==> src/rtl/vga_grid_scan.sv <==
// Single-clock VGA scan generator with a pixel-tick enable and a two-stage tile-grid renderer.
// The tile map is read through a one-cycle lookup port; an apple tile is latched once per frame.
module vga_grid_scan #(
    parameter int unsigned       CLK_DIV      = 4,
    parameter int unsigned       H_ACTIVE     = 640,
    parameter int unsigned       H_FP         = 16,
    parameter int unsigned       H_SYNC       = 96,
    parameter int unsigned       H_BP         = 48,
    parameter int unsigned       V_ACTIVE     = 480,
    parameter int unsigned       V_FP         = 10,
    parameter int unsigned       V_SYNC       = 2,
    parameter int unsigned       V_BP         = 33,
    parameter bit                SYNC_POL     = 1'b0,
    parameter int unsigned       TILE_LOG2    = 4,
    parameter int unsigned       GRID_W       = 40,
    parameter int unsigned       GRID_H       = 30,
    parameter int unsigned       COLOR_W      = 16,
    parameter logic [COLOR_W-1:0] COLOR_BG     = COLOR_W'(16'h0000),
    parameter logic [COLOR_W-1:0] COLOR_BODY   = COLOR_W'(16'h07E0),
    parameter logic [COLOR_W-1:0] COLOR_HEAD   = COLOR_W'(16'h03E0),
    parameter logic [COLOR_W-1:0] COLOR_WALL   = COLOR_W'(16'h8410),
    parameter logic [COLOR_W-1:0] COLOR_APPLE  = COLOR_W'(16'hF800),
    parameter logic [COLOR_W-1:0] COLOR_BORDER = COLOR_W'(16'h001F)
) (
    input  logic               clk,
    input  logic               rst,
    output logic [5:0]         tile_x,
    output logic [4:0]         tile_y,
    input  logic [1:0]         tile_kind,
    input  logic [5:0]         apple_x,
    input  logic [4:0]         apple_y,
    output logic [9:0]         x_pos,
    output logic [9:0]         y_pos,
    output logic               hsync,
    output logic               vsync,
    output logic [COLOR_W-1:0] color_out,
    output logic               pixel_valid,
    output logic               frame_start
);

    localparam int unsigned H_TOTAL = H_ACTIVE + H_FP + H_SYNC + H_BP;
    localparam int unsigned V_TOTAL = V_ACTIVE + V_FP + V_SYNC + V_BP;
    localparam int unsigned DIV_W   = $clog2(CLK_DIV);

    localparam logic [DIV_W-1:0] DIV_LAST = DIV_W'(CLK_DIV - 1);
    localparam logic [9:0] H_LAST   = 10'(H_TOTAL - 1);
    localparam logic [9:0] V_LAST   = 10'(V_TOTAL - 1);
    localparam logic [9:0] HS_START = 10'(H_ACTIVE + H_FP);
    localparam logic [9:0] HS_END   = 10'(H_ACTIVE + H_FP + H_SYNC);
    localparam logic [9:0] VS_START = 10'(V_ACTIVE + V_FP);
    localparam logic [9:0] VS_END   = 10'(V_ACTIVE + V_FP + V_SYNC);

    logic [DIV_W-1:0] div_q;
    logic [9:0]       hc_q, vc_q;
    logic             pix_tick;

    // Stage-1 registers travelling alongside the tile lookup
    logic [9:0] hc1_q, vc1_q;
    logic       act1_q, grid1_q, hs1_q, vs1_q;

    logic [5:0] apple_x_q;
    logic [4:0] apple_y_q;

    logic [5:0]         tx_c;
    logic [4:0]         ty_c;
    logic               act_c, grid_c, hs_c, vs_c;
    logic [COLOR_W-1:0] color_d;

    assign pix_tick    = (div_q == DIV_LAST);
    assign frame_start = pix_tick && (hc_q == 10'd0) && (vc_q == 10'd0);

    always_comb begin
        tx_c   = 6'(hc_q >> TILE_LOG2);
        ty_c   = 5'(vc_q >> TILE_LOG2);
        act_c  = (hc_q < 10'(H_ACTIVE)) && (vc_q < 10'(V_ACTIVE));
        grid_c = (32'(tx_c) < GRID_W) && (32'(ty_c) < GRID_H);
        hs_c   = (hc_q >= HS_START && hc_q < HS_END) ? SYNC_POL : ~SYNC_POL;
        vs_c   = (vc_q >= VS_START && vc_q < VS_END) ? SYNC_POL : ~SYNC_POL;
    end

    // An out-of-range apple can only coincide with an out-of-grid tile, which takes the border
    always_comb begin
        color_d = '0;
        if (!act1_q) begin
            color_d = '0;
        end else if (!grid1_q) begin
            color_d = COLOR_BORDER;
        end else if (tile_x == apple_x_q && tile_y == apple_y_q) begin
            color_d = COLOR_APPLE;
        end else begin
            unique case (tile_kind)
                2'd0: color_d = COLOR_BG;
                2'd1: color_d = COLOR_BODY;
                2'd2: color_d = COLOR_HEAD;
                2'd3: color_d = COLOR_WALL;
                default: color_d = COLOR_BG;
            endcase
        end
    end

    always_ff @(posedge clk) begin
        if (rst) begin
            div_q       <= '0;
            hc_q        <= '0;
            vc_q        <= '0;
            tile_x      <= '0;
            tile_y      <= '0;
            hc1_q       <= '0;
            vc1_q       <= '0;
            act1_q      <= 1'b0;
            grid1_q     <= 1'b0;
            hs1_q       <= ~SYNC_POL;
            vs1_q       <= ~SYNC_POL;
            x_pos       <= '0;
            y_pos       <= '0;
            hsync       <= ~SYNC_POL;
            vsync       <= ~SYNC_POL;
            color_out   <= '0;
            pixel_valid <= 1'b0;
            apple_x_q   <= '0;
            apple_y_q   <= '0;
        end else begin
            div_q <= pix_tick ? '0 : div_q + DIV_W'(1);
            if (pix_tick) begin
                if (hc_q == H_LAST) begin
                    hc_q <= '0;
                    vc_q <= (vc_q == V_LAST) ? 10'd0 : vc_q + 10'd1;
                end else begin
                    hc_q <= hc_q + 10'd1;
                end

                tile_x  <= tx_c;
                tile_y  <= ty_c;
                hc1_q   <= hc_q;
                vc1_q   <= vc_q;
                act1_q  <= act_c;
                grid1_q <= grid_c;
                hs1_q   <= hs_c;
                vs1_q   <= vs_c;

                color_out   <= color_d;
                pixel_valid <= act1_q;
                x_pos       <= hc1_q;
                y_pos       <= vc1_q;
                hsync       <= hs1_q;
                vsync       <= vs1_q;

                if (frame_start) begin
                    apple_x_q <= apple_x;
                    apple_y_q <= apple_y;
                end
            end
        end
    end

endmodule

==> config.mk <==
export PLATFORM = sky130hd
export DESIGN_NAME = vga_grid_scan
export DESIGN_NICKNAME = d
export VERILOG_FILES = /design/src/rtl/vga_grid_scan.sv
export SDC_FILE = /design/constraint.sdc
export NUM_CORES = 1
export LEC_CHECK = 0
export ABC_AREA = 1
export CORE_AREA = 2 2 85 120
export CTS_CLUSTER_DIAMETER = 150
export CTS_CLUSTER_SIZE = 40
export DETAILED_ROUTE_END_ITERATION = 6
export DIE_AREA = 0 0 87 122
export DONT_BUFFER_PORTS = 1
export HOLD_SLACK_MARGIN = 0.06
export SLEW_MARGIN = 25
export SYNTH_ARGS = -nofsm -noshare
export SYNTH_HDL_FRONTEND = slang
export SYNTH_SLANG_ARGS = --single-unit
==> constraint.sdc <==
create_clock -name clk -period 3.1 [get_ports clk]
set_input_delay 0.155 -clock clk [delete_from_list [all_inputs] [get_ports clk]]
set_output_delay 0.155 -clock clk [all_outputs]
set_load 0.01 [all_outputs]
==> results.toml, run 1 <==
[critical_path]
slowest_delay_ns = 0.44
cp_cell_sequence = "ha_1 > nand2_1 > inv_2 > nand2_2 > nor2_4 > nand3_4 > clkinv_2"
endpoint_kind = "primary output"
crit_required_ns = 2.94
worst-path-stages = 7
rr_worst_depth = 4
arrival_ns = 1.87
worstSetupPathType = "reg2out"
critPathBufInv = 2
critPathMaxFanout = 17
critPathSlowestCell = "ha_1"
crit_family = "simple AND/OR/NAND/NOR gates"
startpoint_type = "register"

[placement]
gp_congestion = 0.893
portBuffers = 0
dp_hpwl_um = 5950
dpl_cell_area_um2 = 3650

[power_and_ir_drop]
power_density_nw_per_um2 = 597
total_power_mw = 2.45
p_leak_nw = 1.67
worst_ir_drop_vdd_v = 0.000291

[layout]
final_net_count = 501
diodes = 0
syn_to_final_growth_pct = 9.82
final_area_um2 = 4100
drive_gt1_frac = 0.0704

[yosys]
synthesis.area_um2 = 3730
avgSynthCellArea_um2 = 7.64
synthDistinctLibCells = 35
syn_inst = 489
synthFlopType = "dfxtp_1"
synth.area.top_cells = "dfxtp_1 46%, nand2_1 10%, nor2_1 6.3%"
synth_seq_cells = 86
yosys.area.top_type = "dfxtp_1"
async_flop_share = 0
syn-num-nets = 512
synth_edf_count = 0
synthTopCellsByCount = "102 x nand2_1, 86 x dfxtp_1, 63 x nor2_1"
ys_warn_count = 0
yosysMostFrequentCell = "nand2_1"
synth_top_area_frac = 0.461
ys_seq_area_frac = 0.461

[sta]
finalCritPeriodShare = 0.654
min_period_ns = 2.03
clock_skew_ns = 0.00670
relSlewSlack = 0.351
fin_tns_setup_ns = 0
rsz0062_at_grt = "false"
setup_violations = 0
max_freq_ghz = 0.493
drv_slew = 0
hold_ws_ns = 0.113
worstMarginPinSlew_ns = 0.970
hold_viol = 0

[cts]
insertion_delay_ns = 0.34
htreeDepth = 3
cts_setup_buffers = 0
cts_resized = 0
ctsLongestPathBuffers = 2
holdBufCountCts = 12
cts.sinks = 86
clock-root-buffer = "clkbuf_16"
cts_tree = "done"
clk_pin_slew_ns = 0.06
numCtsBuffers = 9

[drt]
wl_um = 8220
drc = 0
vias = 2908
drt_iter0_drc = 123
drtAntennaViolNets = 0
routed_via_density = 4.89
drt-wirelength-per-cell_um = 13.8
dr.pass1.iters = 4

[hold_path]
hold_path_class = "in2reg"
hold_depth = 4

[global_route]
grt_pass1_wl_um = 13100
grt_max_degree = 38
overflow = 0
grt_pass1_vias = 2749
antenna_found_initial = 0
grt_usage = 0.160

[floorplan]
rows = 43
initial_core_util = 0.388
die_y_um = 122
die_w_um = 87
dieArea_um2 = 10600
coreArea_um2 = 9630
io_pins = 66

[job]
drv_cap = 0

[outcome]
status = "finished, final reports clean"
[metal layers]
| metal | track usage | vias to the layer above | share of wire |
|---|---|---|---|
| met2 | 0.274 | 47 | 0.50 |
| met4 | 0.0898 | 0 | 0.033 |
| met5 | 0 | - | 0 |
| met3 | 0.0271 | 16 | 0.031 |
| met1 | 0.184 | 1334 | 0.43 |
| li1 | - | 1511 | - |
[state kept, by name, indices dropped and copies added (netlist names), 2 cells and up]
register / cells
hc_q: 10
vc_q: 10
x_pos: 10
y_pos: 10
apple_x_q: 6
color_out: 6
tile_x: 6
vc1_q: 6
apple_y_q: 5
hc1_q: 4
tile_y: 4
div_q: 2
[power by group]
part / switching [mW] / internal, mW / total [mW]
clock network: 0.434 / 0.749 / 1.18
logic: 0.0871 / 0.0435 / 0.131
registers: 0.0109 / 1.12 / 1.13
total: 0.532 / 1.92 / 2.45
[cell type report]
| class | instances | area [um2] |
|---|---|---|
| well taps | 112 | 140 |
| clock inverters | 5 | 81.3 |
| flip-flops and latches | 86 | 1720 |
| clock buffers | 11 | 253 |
| repair buffers | 13 | 128 |
| fillers | 954 | 5530 |
| inverters | 65 | 245 |
| multi-input cells | 303 | 1530 |
[worst paths after layout]
| check | end | slack [ns] | from |
|---|---|---|---|
| worst min-delay path | color_out[9] | 0.11 | tile_kind[0] |
| worst min register to register | div_q[0] | 0.42 | div_q[0] |
| worst max register to register | vsync | 1.09 | div_q[0] |
| worst max-delay path | frame_start | 1.07 | div_q[0] |
[layout by cell type (no fill, tap or decap), types with 4 or more instances in the layout]
| cell type | n |
|---|---|
| ha_1 | 8 |
| dfxtp_1 | 86 |
| nand3_1 | 17 |
| nand2_1 | 102 |
| o21bai_1 | 6 |
| inv_2 | 5 |
| o22ai_1 | 18 |
| clkbuf_16 | 9 |
| a21oi_1 | 14 |
| dlygate4sd3_1 | 12 |
| nor3_1 | 8 |
| nor2_1 | 63 |
| inv_1 | 59 |
| nor2_2 | 4 |
| xor2_1 | 8 |
| o21ai_0 | 27 |
| nand4_1 | 8 |
| xnor2_1 | 5 |
[tightest hold or removal path, cell delays in order]
cell	delay [ns]
ha_1	0.11
nor2_1	0.04
nand2_1	0.06
nand2_1	0.04
[cell families (layout without fill, tap and decap cells)]
| kind of cell | Yosys count | count (layout) | synth area share |
|---|---|---|---|
| and+or+nand+nor | 212 | 212 | 0.246 |
| xor gates and xnor gates | 13 | 13 | 0.0305 |
| adders and majority gates | 8 | 8 | 0.0268 |
| buffers and inverters | 100 | 94 | 0.129 |
| AOI/OAI and AO/OA | 70 | 70 | 0.107 |
| DFF | 86 | 86 | 0.461 |
[stage by stage]
| step | std cells | util | setup WS [ns] |
|---|---|---|---|
| 2_1_floorplan | 489 | - | 1.71 |
| 3_3_place_gp | 567 | 0.379 | 1.15 |
| 3_5_place_dp | 567 | 0.379 | 1.09 |
| 4_1_cts | 595 | 0.426 | 1.05 |
| 5_1_grt | 595 | 0.426 | 0.918 |
| 6_report | 595 | 0.426 | 1.07 |
No activity file was read; power rests on OpenSTA's default activity.
==> inputs of run 2 (changes only) <==
--- a/config.mk
+++ b/config.mk
@@ -5,12 +5,12 @@
 export SDC_FILE = /design/constraint.sdc
 export NUM_CORES = 1
 export LEC_CHECK = 0
-export ABC_AREA = 1
-export CORE_AREA = 2 2 85 120
+export ABC_AREA = 0
+export CORE_AREA = 2 2 86 121
 export CTS_CLUSTER_DIAMETER = 150
 export CTS_CLUSTER_SIZE = 40
 export DETAILED_ROUTE_END_ITERATION = 6
-export DIE_AREA = 0 0 87 122
+export DIE_AREA = 0 0 88 123
 export DONT_BUFFER_PORTS = 1
 export HOLD_SLACK_MARGIN = 0.06
 export SLEW_MARGIN = 25
==> constraint.sdc (replaced) <==
create_clock -name clk -period 1.86 [get_ports clk]
set_input_delay 0.093 -clock clk [delete_from_list [all_inputs] [get_ports clk]]
set_output_delay 0.093 -clock clk [all_outputs]
set_load 0.01 [all_outputs]
==> results.toml, run 2 <==
[sta]
drv_slew = 0
max_freq_ghz = 0.551
setup_violations = 0
finalCritPeriodShare = 0.976
hold_viol = 0
clock_skew_ns = 0.0102
rsz0062_at_grt = "true"
relSlewSlack = 0.733
worstMarginPinSlew_ns = 0.391
final.setup.worst_slack_ns = 0.0440
min_period_ns = 1.82
hold_ws_ns = 0.0777

[power_and_ir_drop]
total_power_mw = 4.07
worst_ir_drop_vdd_v = 0.000452
power_density_nw_per_um2 = 885
p_leak_nw = 1.68

[yosys]
syn-num-nets = 439
ys_warn_count = 0
async_flop_share = 0
synth_compound_area_frac = 0.0787
synth_top_family_by_area = "simple AND/OR/NAND/NOR gates"
synthTopCellsByCount = "86 x dfxtp_1, 68 x nor2_1, 39 x mux2i_1"
synthFlopType = "dfxtp_1"
synthSimpleGateAreaFrac = 0.205
synth_top_area_frac = 0.455
ys_seq_area_frac = 0.455
yosys.area.top_type = "dfxtp_1"
avgSynthCellArea_um2 = 9.10
synth_edf_count = 0
synth_xor_area_frac = 0.0555
yosysMostFrequentCell = "dfxtp_1"
muxShareOfSynthArea = 0.103
syn_inst = 416
synthDistinctLibCells = 47
synthAdderAreaFrac = 0.0264
synth.area.top_cells = "dfxtp_1 45%, mux2i_1 10%, nor2_1 6.7%"
synthesis.area_um2 = 3790
synth_seq_cells = 86

[global_route]
grt_max_degree = 67
grt_pass1_wl_um = 13700
grt_usage = 0.167
antenna_found_initial = 0
grt_pass1_vias = 2871
overflow = 0

[layout]
final_common_cell = "dfxtp_1"
drive_gt1_frac = 0.186
instances_no_fill = 576
final_area_um2 = 4600
diodes = 0
final_net_count = 459
syn_to_final_growth_pct = 21.5
layout_common_cells = "80 x dfxtp_1, 68 x nor2_1, 39 x mux2i_1, 37 x buf_4, 20 x a21oi_1"

[cts]
numCtsBuffers = 9
clock-root-buffer = "clkbuf_16"
cts_tree = "done"
ctsLongestPathBuffers = 2
clk_pin_slew_ns = 0.07
cts.sinks = 86
insertion_delay_ns = 0.34
htreeDepth = 3

[floorplan]
io_pins = 66
die_w_um = 88
rows = 43
initial_core_util = 0.389
coreArea_um2 = 9740
dieArea_um2 = 10800
die_y_um = 123

[hold_path]
hold_path_class = "in2reg"
min_to = "grid1_q"
hold_start = "rst"
hold_depth = 4

[placement]
dpl_cell_area_um2 = 4020
portBuffers = 0
gp_congestion = 0.806
place_ws_ns = -0.0226
dp_hpwl_um = 5910
dp.cells = 542

[critical_path]
arrival_ns = 2.09
slowest_delay_ns = 0.50
endpoint_kind = "register"
critPathSlowestCell = "or4_4"
critPathMaxFanout = 4
startpoint_type = "register"
r2r_slack_ns = 0.04
r2r_end = "vc_q[6]"
rr_worst_depth = 6
cp_cell_sequence = "ha_4 > nand4bb_4 > or4_4 > buf_6 > or3_4 > a21oi_2"
crit_required_ns = 2.14
critPathLaunch = "hc_q[0]"
worstSetupPathType = "reg2reg"
r2r-start = "hc_q[0]"

[drt]
drt-wirelength-per-cell_um = 14.8
dr.pass1.iters = 4
drc = 0
drtAntennaViolNets = 0
vias = 2880
wl_um = 8550
drt_iter0_drc = 136
routed_via_density = 5.00

[job]
drv_cap = 0

[outcome]
status = "finished, final reports clean"
run 2: cell count changes in the layout (fill, tap and decap cells not counted), sizes merged, moves of 9 or more:
cell / change
buf: +40
inv: -56
mux2i: +39
nand2: -85
o21ai: -11
o22ai: -18
xnor2: +9
run 2: logic make-up after synthesis:
family | Yosys count
simple gates | 154
mux | 39
buf+inv | 54
xor+xnor | 24
fa+ha+maj | 8
flops | 86
compound gates | 51
run 2: routing by layer:
metal | GRT usage | wire length (um) | vias to the layer above
met5 | 0 | 0 | -
li1 | - | - | 1447
met2 | 0.287 | 4210 | 61
met4 | 0.0865 | 241 | 0
met1 | 0.184 | 3690 | 1358
met3 | 0.0481 | 412 | 14
run 2: area by class of cell:
| type | count | area (um2) |
|---|---|---|
| Tap cell | 135 | 169 |
| Clock inverter | 6 | 83.8 |
| Timing Repair Buffer | 54 | 487 |
| Clock buffer | 10 | 239 |
| Multi-Input combinational cell | 276 | 1860 |
| Fill cell | 921 | 5140 |
| Sequential cell | 86 | 1730 |
| Inverter | 9 | 33.8 |
run 2: through the flow:
stage	utilization	TNS [ns]
finish	0.473	0
global placement	0.412	0
CTS	0.466	0
floorplan	-	0
detailed placement	0.412	-0.0276
global route	0.473	-0.0329
run 2: worst max-delay path by stage:
stage               slack (ns)  depth (start not counted)     endpoint
floorplan                 0.02                          5      vc_q[8]
global placement          0.01                          5      vc_q[8]
detailed placement       -0.02                          5      vc_q[8]
CTS                      0.003                          8  frame_start
global route             -0.02                          8  frame_start
finish                    0.04                          6      vc_q[6]
run 2: critical path: cells and delay by family, from the launching register on:
kind	cells	cell delay (ns)
AND/OR/NAND/NOR	3	0.97
AO/OA/AOI/OAI	1	0.11
buffers and inverters	1	0.14
adder cells (fa/ha/maj)	1	0.16
flip-flops	1	0.37
run 2: report_power, final:
part / internal, mW / leakage (nW) / total, mW / switching [mW]
sequential: 1.87 / 0.697 / 1.89 / 0.0219
combinational: 0.123 / 0.822 / 0.256 / 0.133
clock: 1.21 / 0.163 / 1.93 / 0.720
total: 3.20 / 1.68 / 4.07 / 0.875
run 2: timing repair:
action                     4_1_cts  5_1_grt
hold endpoints to repair        70        0
gates resized for setup          6       11
buffers inserted                 3        1
setup endpoints to repair        3        3
hold buffers                    14        0
pin swaps                        3        7
==> inputs of run 3 (changes only) <==
--- a/config.mk
+++ b/config.mk
@@ -6,13 +6,15 @@
 export NUM_CORES = 1
 export LEC_CHECK = 0
 export ABC_AREA = 0
+export BUFFER_PORTS_ARGS = -buffer_cell sky130_fd_sc_hd__buf_2
 export CORE_AREA = 2 2 86 121
+export CTS_BUF_LIST = sky130_fd_sc_hd__clkbuf_4
 export CTS_CLUSTER_DIAMETER = 150
 export CTS_CLUSTER_SIZE = 40
 export DETAILED_ROUTE_END_ITERATION = 6
 export DIE_AREA = 0 0 88 123
-export DONT_BUFFER_PORTS = 1
 export HOLD_SLACK_MARGIN = 0.06
+export SETUP_SLACK_MARGIN = 0.1
 export SLEW_MARGIN = 25
 export SYNTH_ARGS = -nofsm -noshare
 export SYNTH_HDL_FRONTEND = slang
==> results.toml, run 3 (synthesis gave the netlist of run 2 again) <==
[drt]
dr.pass1.iters = 6
drt_iter0_drc = 143
vias = 3098
routed_via_density = 4.88
drc = 0
drtAntennaViolNets = 0
wl_um = 9010
drt-wirelength-per-cell_um = 14.2

[layout]
syn_to_final_growth_pct = 24.3
final_net_count = 519
final_area_um2 = 4700
instances_no_fill = 635
drive_gt1_frac = 0.295
final_common_cell = "dfxtp_1"
layout_common_cells = "79 x dfxtp_1, 68 x nor2_1, 65 x buf_2, 39 x mux2i_1, 31 x buf_4"

[critical_path]
r2r-start = "hc_q[1]"
slowest_delay_ns = 0.51
cp_cell_sequence = "buf_12 > ha_4 > nand4bb_4 > or4_4 > or4_4 > a21oi_2"
critPathSlowestCell = "or4_4"
r2r_end = "vc_q[8]"
crit_required_ns = 2.24
startpoint_type = "register"
endpoint_kind = "register"
r2r_slack_ns = 0.0007
rr_worst_depth = 6
critPathMaxFanout = 4
worstSetupPathType = "reg2reg"
arrival_ns = 2.24
crit_path_frequent_cell = "or4_4"

[cts]
cts_tree = "done"
clock-root-buffer = "clkbuf_4"
insertion_delay_ns = 0.44
clk_pin_slew_ns = 0.12
htreeDepth = 3
numCtsBuffers = 9
cts.sinks = 86
ctsLongestPathBuffers = 2

[floorplan]
coreArea_um2 = 9740
io_pins = 66
rows = 43
die_y_um = 123
initial_core_util = 0.389
die_w_um = 88
dieArea_um2 = 10800

[global_route]
met1_usage = 0.210
grt_pass1_wl_um = 14500
antenna_found_initial = 1
grt_usage = 0.174
grt_use_met3 = 0.0327
busiest_layer = "met2"
overflow = 0
grt_max_degree = 57
grt_pass1_vias = 3002
use_met2 = 0.292

[job]
drv_cap = 0

[sta]
min_period_ns = 1.86
rsz0062_at_grt = "true"
finalCritPeriodShare = 1.00
fin_tns_setup_ns = 0
worstMarginPinSlew_ns = 0.520
setup_violations = 0
clock_skew_ns = 0.00764
hold_viol = 0
max_freq_ghz = 0.538
drv_slew = 0
relSlewSlack = 0.652

[hold_path]
hold_path_class = "in2reg"
hold_depth = 4
min_to = "color_out[15]"
hold_start = "tile_kind[1]"

[placement]
dp_hpwl_um = 6250
gp_congestion = 0.836
dp.cells = 594
portBuffers = 65
dpl_cell_area_um2 = 4250

[power_and_ir_drop]
worst_ir_drop_vdd_v = 0.000286
power_density_nw_per_um2 = 647
p_leak_nw = 1.88

[outcome]
status = "finished, final reports clean"
## run 3: where the power goes
group | total, mW | leakage, nW | internal (mW) | switching [mW]
Clock | 0.871 | 0.0600 | 0.283 | 0.588
Sequential | 1.88 | 0.697 | 1.86 | 0.0176
Combinational | 0.292 | 1.12 | 0.144 | 0.148
Total | 3.04 | 1.88 | 2.29 | 0.753
## run 3: critical path: cells and delay by family (launching register included)
kind,cells,cell delay [ns]
buffers and inverters,1,0.10
adder cells (fa/ha/maj),1,0.15
AO/OA/AOI/OAI,1,0.13
AND/OR/NAND/NOR,3,1.05
flip-flops,1,0.38
## run 3: worst max path at each step
stage,start,end
5_1_grt,div_q[0],frame_start
4_1_cts,hc_q[1],vc_q[8]
3_5_place_dp,div_q[0],vc_q[8]
2_1_floorplan,hc_q[1],vc_q[8]
6_report,hc_q[1],vc_q[8]
3_3_place_gp,hc_q[1],vc_q[8]
## run 3: timing repair
action,4_1_cts,5_1_grt
pin swaps,6,2
setup endpoints to repair,12,30
hold buffers,14,0
buffers inserted,8,3
gates resized for setup,15,11
hold endpoints to repair,14,0
gates cloned,0,1
## run 3: stage by stage
step	power (mW)	setup WS [ns]	utilization	hold slack, ns
after floorplan	2.08	0.0974	-	0.245
after global placement	2.15	0.0661	0.436	0.353
after detailed placement	2.16	0.0117	0.436	0.358
after CTS	3.07	-0.000831	0.475	0.0846
after global routing	3.21	-0.114	0.483	0.134
final	3.04	0.000708	0.483	0.0843
## run 3: per-layer routing
metal  up-vias  part of all wire
met3        20             0.030
met5         -                 0
met4         0             0.026
li1       1570                 -
met1      1445              0.44
met2        63              0.50
## run 3: final cells by class
| cell class | count | area [um2] |
|---|---|---|
| diodes | 1 | 2.50 |
| clock buffers | 11 | 82.6 |
| clock inverters | 3 | 13.8 |
| fillers | 932 | 5030 |
| inverters | 9 | 35.0 |
| multi-input cells | 276 | 1880 |
| flip-flops and latches | 86 | 1740 |
| well taps | 135 | 169 |
| repair buffers | 114 | 791 |
